==> src/rtl/l2_writeback_buffer.sv <==
// Victim-line write-back buffer: FIFO of dirty L2 lines drained to memory over valid/ready.
// Optional forwarding lookup is built only when L2_WB_FORWARD_EN is defined.
//
// state | meaning
// IDLE  | buffer empty, mem_wr_valid low
// SEND  | head entry presented to memory
// FLUSH | draining under flush_req; same datapath behaviour as SEND
module l2_writeback_buffer #(
   parameter int DEPTH  = 4,
   parameter int ADDR_W = 26
) (
   input  logic                     clk,
   input  logic                     nrst,
   input  logic                     wb_req,
   input  logic [ADDR_W-1:0]        wb_addr,
   input  logic [511:0]             wb_data,
   output logic                     wb_full,
   output logic                     wb_overflow,
   output logic                     mem_wr_valid,
   input  logic                     mem_wr_ready,
   output logic [ADDR_W-1:0]        mem_wr_addr,
   output logic [511:0]             mem_wr_data,
   input  logic                     lookup_valid,
   input  logic [ADDR_W-1:0]        lookup_addr,
   output logic                     lookup_hit,
   output logic [511:0]             lookup_data,
   input  logic                     flush_req,
   output logic                     flush_done,
   output logic [$clog2(DEPTH):0]   count
);
   localparam int PTR_W = $clog2(DEPTH);
   localparam logic [PTR_W:0] FULL_CNT = (PTR_W+1)'(DEPTH);

   typedef enum logic [1:0] {IDLE, SEND, FLUSH} state_t;

   state_t              state;
   logic [ADDR_W-1:0]   ent_addr [DEPTH];
   logic [511:0]        ent_data [DEPTH];
   logic [DEPTH-1:0]    ent_valid;
   logic [PTR_W-1:0]    rd_ptr;
   logic [PTR_W-1:0]    wr_ptr;
   logic                push;
   logic                pop;
   logic [PTR_W:0]      count_nxt;

   assign wb_full     = (count == FULL_CNT);
   assign wb_overflow = wb_req & wb_full;
   assign push        = wb_req & ~wb_full;
   assign pop         = mem_wr_valid & mem_wr_ready;
   assign flush_done  = flush_req & (count == '0);
   assign mem_wr_addr = ent_addr[rd_ptr];
   assign mem_wr_data = ent_data[rd_ptr];

   always_comb begin
      count_nxt = count;
      case ({push, pop})
         2'b10:   count_nxt = count + 1'b1;
         2'b01:   count_nxt = count - 1'b1;
         default: count_nxt = count;
      endcase
   end

   always_ff @(posedge clk) begin
      if (!nrst) begin
         rd_ptr    <= '0;
         wr_ptr    <= '0;
         count     <= '0;
         ent_valid <= '0;
         for (int i = 0; i < DEPTH; i++) begin
            ent_addr[i] <= '0;
            ent_data[i] <= '0;
         end
      end else begin
         if (push) begin
            ent_addr[wr_ptr]  <= wb_addr;
            ent_data[wr_ptr]  <= wb_data;
            ent_valid[wr_ptr] <= 1'b1;
            wr_ptr            <= wr_ptr + 1'b1;
         end
         if (pop) begin
            ent_valid[rd_ptr] <= 1'b0;
            rd_ptr            <= rd_ptr + 1'b1;
         end
         count <= count_nxt;
      end
   end

   // Transitions look at the post-edge occupancy so a push into an empty buffer is
   // presented on the very next cycle; mem_wr_valid is high exactly when not IDLE.
   always_ff @(posedge clk) begin
      if (!nrst) begin
         state        <= IDLE;
         mem_wr_valid <= 1'b0;
      end else begin
         case (state)
            IDLE: begin
               if (count_nxt != '0)
                  state <= flush_req ? FLUSH : SEND;
            end
            SEND: begin
               if (count_nxt == '0)
                  state <= IDLE;
               else if (flush_req)
                  state <= FLUSH;
            end
            FLUSH: begin
               if (count_nxt == '0)
                  state <= IDLE;
            end
            default: state <= IDLE;
         endcase
         mem_wr_valid <= (count_nxt != '0);
      end
   end

`ifdef L2_WB_FORWARD_EN
   logic [PTR_W-1:0] lk_idx;

   // Walk oldest to youngest so the youngest match wins.
   always_comb begin
      lookup_hit  = 1'b0;
      lookup_data = '0;
      lk_idx      = rd_ptr;
      for (int i = 0; i < DEPTH; i++) begin
         lk_idx = rd_ptr + PTR_W'(i);
         if (lookup_valid && ent_valid[lk_idx] && (ent_addr[lk_idx] == lookup_addr)) begin
            lookup_hit  = 1'b1;
            lookup_data = ent_data[lk_idx];
         end
      end
   end
`else
   logic unused_lookup;

   assign lookup_hit    = 1'b0;
   assign lookup_data   = '0;
   assign unused_lookup = &{1'b0, lookup_valid, lookup_addr, ent_valid};
`endif

endmodule
==> config.mk <==
export PLATFORM = sky130hd
export DESIGN_NAME = l2_writeback_buffer
export DESIGN_NICKNAME = d
export VERILOG_FILES = /design/src/rtl/l2_writeback_buffer.sv
export SDC_FILE = /design/constraint.sdc
export NUM_CORES = 2
export LEC_CHECK = 0
export BUFFER_PORTS_ARGS = -buffer_cell sky130_fd_sc_hd__buf_2
export CAP_MARGIN = 20
export CORE_AREA = 2 2 636 638
export CTS_CLUSTER_SIZE = 8
export DETAILED_ROUTE_END_ITERATION = 8
export DIE_AREA = 0 0 638 640
export GPL_ROUTABILITY_DRIVEN = 0
export SLEW_MARGIN = 15
export SYNTH_ARGS = -nofsm -noshare
export SYNTH_HDL_FRONTEND = slang
export SYNTH_SLANG_ARGS = --single-unit
==> constraint.sdc <==
create_clock -name clk -period 49 [get_ports clk]
set_input_delay 2.45 -clock clk [delete_from_list [all_inputs] [get_ports clk]]
set_output_delay 2.45 -clock clk [all_outputs]
set_load 0.05 [all_outputs]
== Word-level counts from Yosys, hierarchy flattened ==
Memories as Yosys holds them, arrays and structs flattened. A register that Yosys moved wholly into a read port is not among the register bits.
Cells that the tools add are included.

* Add/subtract/negate cells: 4
* $mul: 0
* Divide/modulo/power cells: 0
* Order comparisons: 0
* Equal/unequal tests: 3
* Shift-type cells: 0
* Mux-type cells: 15
* Bitwise gates (word level): 5
* Reduce and logical (&&, ||, !) cells: 4

{| class="wikitable"
|+ Operators by type and width
! cell !! number
|-
| 512-bit 2-to-1 mux || 1
|-
| 512-bit OR reduction || 1
|-
| 26-bit 2-to-1 mux || 1
|-
| 26-bit OR reduction || 1
|-
| 2-bit 2-to-1 mux || 6
|-
| 1-bit 2-to-1 mux || 6
|-
| 3-bit one-hot mux with 2 select lines || 1
|-
| 2-bit by 1-bit adder with 2-bit output (second input constant) || 2
|-
| 1-bit AND || 4
|-
| 3-bit by 1-bit adder with 3-bit output (second input constant) || 1
|-
| 3-bit equality test (second input constant) || 1
|-
| 3-bit logical NOT || 1
|-
| 3-bit nonzero test || 1
|-
| 3-bit by 1-bit subtractor with 3-bit output (second input constant) || 1
|-
| 2-bit by 1-bit equality test with 1-bit output (second input constant) || 1
|-
| 2-bit equality test (second input constant) || 1
|-
| 1-bit NOT || 1
|}

* Register bits: 8
* Bits in latches: 0
* Memory bits (writable): 2152
* Bits in read-only memories: 0
* Input bits: 570
* Output and inout port bits: 1058
* Logic and storage cells: 37
* Memories: 2

{| class="wikitable"
|+ Memory list
! name !! depth !! width !! read ports !! clocked after Yosys merged registers in !! write ports !! RTL line !! RTL
|-
| ent_data || 4 || 512 || 1 || 1 || 4 || 38 || <nowiki>logic [511:0] ent_data [DEPTH];</nowiki>
|-
| ent_addr || 4 || 26 || 1 || 1 || 4 || 37 || <nowiki>logic [ADDR_W-1:0] ent_addr [DEPTH];</nowiki>
|}

== Longest topological paths before layout ==
* Depth after elaboration: 8
* Mapped depth: 7
* Mapped depth without buffers: 7

== Least setup slack after synthesis ==
Ideal clock, no wire load.

* Path kind: input to register
* Start point: input port wb_req
* End point: memory ent_addr[2][0] (enable)
* Setup time: 2186 ps
* Arrival: 39882 ps
* Data required time: 46814 ps
* Setup slack: 6932 ps
* Cell stages on the path: 2
* Path buffers: 0
* Path through: nand2_1 -> o21ai_0

{| class="wikitable"
|+ RTL lines
! element !! RTL line !! RTL
|-
| from (decl) || 14 || <nowiki>input logic wb_req,</nowiki>
|-
| to (decl) || 37 ||
|}

==> impl_metrics.tcl <==
set metrics [dict create \
    crit_fanout 58 \
    post_cts_resized 0 \
    fin_total_pwr_mw 5.502 \
    cp-endpoint "mem_wr_data[324]" \
    grt_overflow 0 \
    end_kind "output port" \
    coreArea_sq_mm 0.4014 \
    ctsHoldBuffers 0 \
    timing.critical_path.mode_cell "buf_4" \
    rsz0062_at_grt "false" \
    ys_ff_latch 2162 \
    crit_required_ns 46.55 \
    cts_tree "built" \
    syn_inst 5764 \
    hold_viol 0 \
    clockBufferDepth 4 \
    r2r_start "count[0]$_SDFF_PN0_" \
    slew_violations 0 \
    core.rowCount 233 \
    area_growth_pct 18.99 \
    powerDensity_mw_per_mm2 48.11 \
    antenna_found_initial 178 \
    cts_made_buffers 311 \
    cp.arrival_ns 5.98 \
    reg2reg_depth 7 \
    grt_first_pass_wirelength_um 375900 \
    die-area_sq_mm 0.4083 \
    setup_viol 0 \
    pin_count 1628 \
    wl_per_cell_um 21.87 \
    nNetsFinal 7463 \
    post_cts_buffers 0 \
    cpMaxStageDelayCell "dfxtp_4" \
    layout_min_cycle_time_ns 8.426 \
    maxCapViolations 0 \
    power_leakage_nw 42.74 \
    start_util_pct 23.95 \
    ant_nets 0 \
    synth_seq_area_share_pct 67.43 \
    max-vdd-ir-drop_mv 0.02578 \
    h-tree-depth 5 \
    synth_area_per_cell_sq_um 16.68 \
    final_cell_mix "and2_1, edfxtp_1, buf_2, mux4_2, conb_1" \
    portBuffers 1087 \
    dr.first_iter.drc_count 4159 \
    hp-class "flip-flop to flip-flop" \
    timing.fmax_mhz 118.7 \
    worstSetupPathType "flip-flop to output port" \
    fp.dieH_um 640 \
    finalClockSkew_ns 0.04939 \
    synth.distinct_cells 34 \
    yosys_warnings 0 \
    clock-root-buffer "clkbuf_16" \
    first_pass_iters 5 \
    final_util_pct 28.49 \
    grt_pass1_vias 52520 \
    whs_ns 0.5226 \
    hpwl_um 169500 \
    grt.total_usage_pct 12.54 \
    drc 0 \
    drive_gt1_share_pct 29.63 \
    status "completed" \
    fin_tns_setup_ns 0 \
    r2r_slack_ns 44.06 \
    syn-cell-area_sq_mm 0.09613 \
    worst_slew_pin_slew_ns 1.208 \
    period_share_pct 17.20 \
    slowest_delay_ns 0.98 \
    clock-sinks 2162 \
    vias 52560 \
    grt_max_degree 214 \
    path_clk_slew_ns 0.05 \
    final_common_cell "and2_1" \
    avgViaCountPerCell 4.241 \
    wl_um 271100 \
    crit_family "buffers and inverters" \
    path_buf_inv 5 \
    r2r-end "ent_data[1][184]$_SDFFCE_PN0P_" \
    cp.depth 6 \
    chipWidth_um 638 \
    worstPathCellList "buf_4, buf_4, buf_4, buf_4, mux4_2, buf_2" \
    relSlewSlack_pct 19.46 \
    start_kind "flip-flop" \
    clock_latency_ns 0.89 \
]
worst register-to-register path: cells and delay by family, from the launching register on:
kind | cells | cell delay [ns]
AND/OR/NAND/NOR | 3 | 1.34
buffers and inverters | 4 | 2.66
flip-flops | 1 | 0.47
state kept, by name, summed over array words and instances, names as in the netlist, named ones only:
signal,flops
ent_data,2048
ent_addr,104
count,3
rd_ptr,2
wr_ptr,2
mem_wr_valid,1
synth_stat cells, drive strengths merged:
| master | n | area, sq um |
|---|---|---|
| and2 | 2153 | 13470 |
| edfxtp | 2152 | 64620 |
| buf | 607 | 4299 |
| mux4 | 538 | 12120 |
| clkbuf | 262 | 1110 |
| dfxtp | 10 | 200.2 |
| nor2 | 7 | 26.28 |
| nand2 | 5 | 18.77 |
| o21ai | 3 | 15.01 |
| a21oi | 2 | 10.01 |
| inv | 2 | 10.01 |
| nand2b | 2 | 12.51 |
| nor4b | 2 | 32.53 |
| or3 | 2 | 12.51 |
| xnor2 | 2 | 17.52 |
| xor2 | 2 | 17.52 |
| a41o | 1 | 10.01 |
| clkinv | 1 | 3.750 |
| conb | 1 | 3.750 |
| fa | 1 | 20.02 |
| ha | 1 | 12.51 |
| mux2i | 1 | 10.01 |
| nand3 | 1 | 5.000 |
| nand4bb | 1 | 11.26 |
| nor3 | 1 | 16.27 |
| nor4 | 1 | 21.27 |
| o211ai | 1 | 7.510 |
| or3b | 1 | 8.760 |
| or4 | 1 | 7.510 |
cell type report:
| type | instances | area, sq um |
|---|---|---|
| Clock inverter | 32 | 576.8 |
| Tap cell | 5287 | 6615 |
| Sequential cell | 2162 | 64830 |
| Multi-Input combinational cell | 3242 | 27850 |
| Antenna cell | 152 | 380.4 |
| Clock buffer | 346 | 7935 |
| Inverter | 3 | 13.76 |
| Timing Repair Buffer | 1171 | 6178 |
| Fill cell | 39900 | 287100 |
worst min path at each step:
stage	slack (ns)	depth (start not counted)	endpoint	startpoint
global route	0.58	2	rd_ptr[0]$_SDFFE_PN0P_	rd_ptr[0]$_SDFFE_PN0P_
floorplan	0.48	2	flip-flop	rd_ptr[1]$_SDFFE_PN0P_
global placement	0.51	2	flip-flop	rd_ptr[1]$_SDFFE_PN0P_
finish	0.52	2	rd_ptr[1]$_SDFFE_PN0P_	rd_ptr[1]$_SDFFE_PN0P_
CTS	0.53	2	rd_ptr[1]$_SDFFE_PN0P_	rd_ptr[1]$_SDFFE_PN0P_
detailed placement	0.52	2	flip-flop	rd_ptr[1]$_SDFFE_PN0P_
through the flow:
step / setup slack (ns) / cells / area [sq um]
floorplan: 6.932 / 6276 / 98050
global placement: 41.47 / 11860 / 105500
detailed placement: 41.46 / 11870 / 105500
CTS: 40.45 / 12240 / 114000
global route: 40.21 / 12350 / 114300
finish: 40.57 / 12400 / 114400
report_power, final:
group / switching, mW / internal [mW] / total, mW
Clock: 0.783 / 1.15 / 1.93
Combinational: 0.959 / 0.347 / 1.31
Sequential: 0.0440 / 2.22 / 2.27
metal layers:
metal	global-route usage, %	vias to the layer above	part of all wire [%]
met5	0	-	0.076
met4	7.955	34	6.3
met3	2.777	688	7.0
met2	21.94	2415	51
met1	13.74	27040	35
li1	-	22380	-
cell families after synthesis:
family,Yosys count,synth area share [%]
buffers and inverters,872,5.641
DFF,2162,67.43
xor gates and xnor gates,4,0.03645
adders and majority gates,2,0.03384
muxes,539,12.62
AOI/OAI and AO/OA,7,0.04425
and+or+nand+nor,2177,14.19
other,1,0.003901
Power figures use the tool's default switching activity.
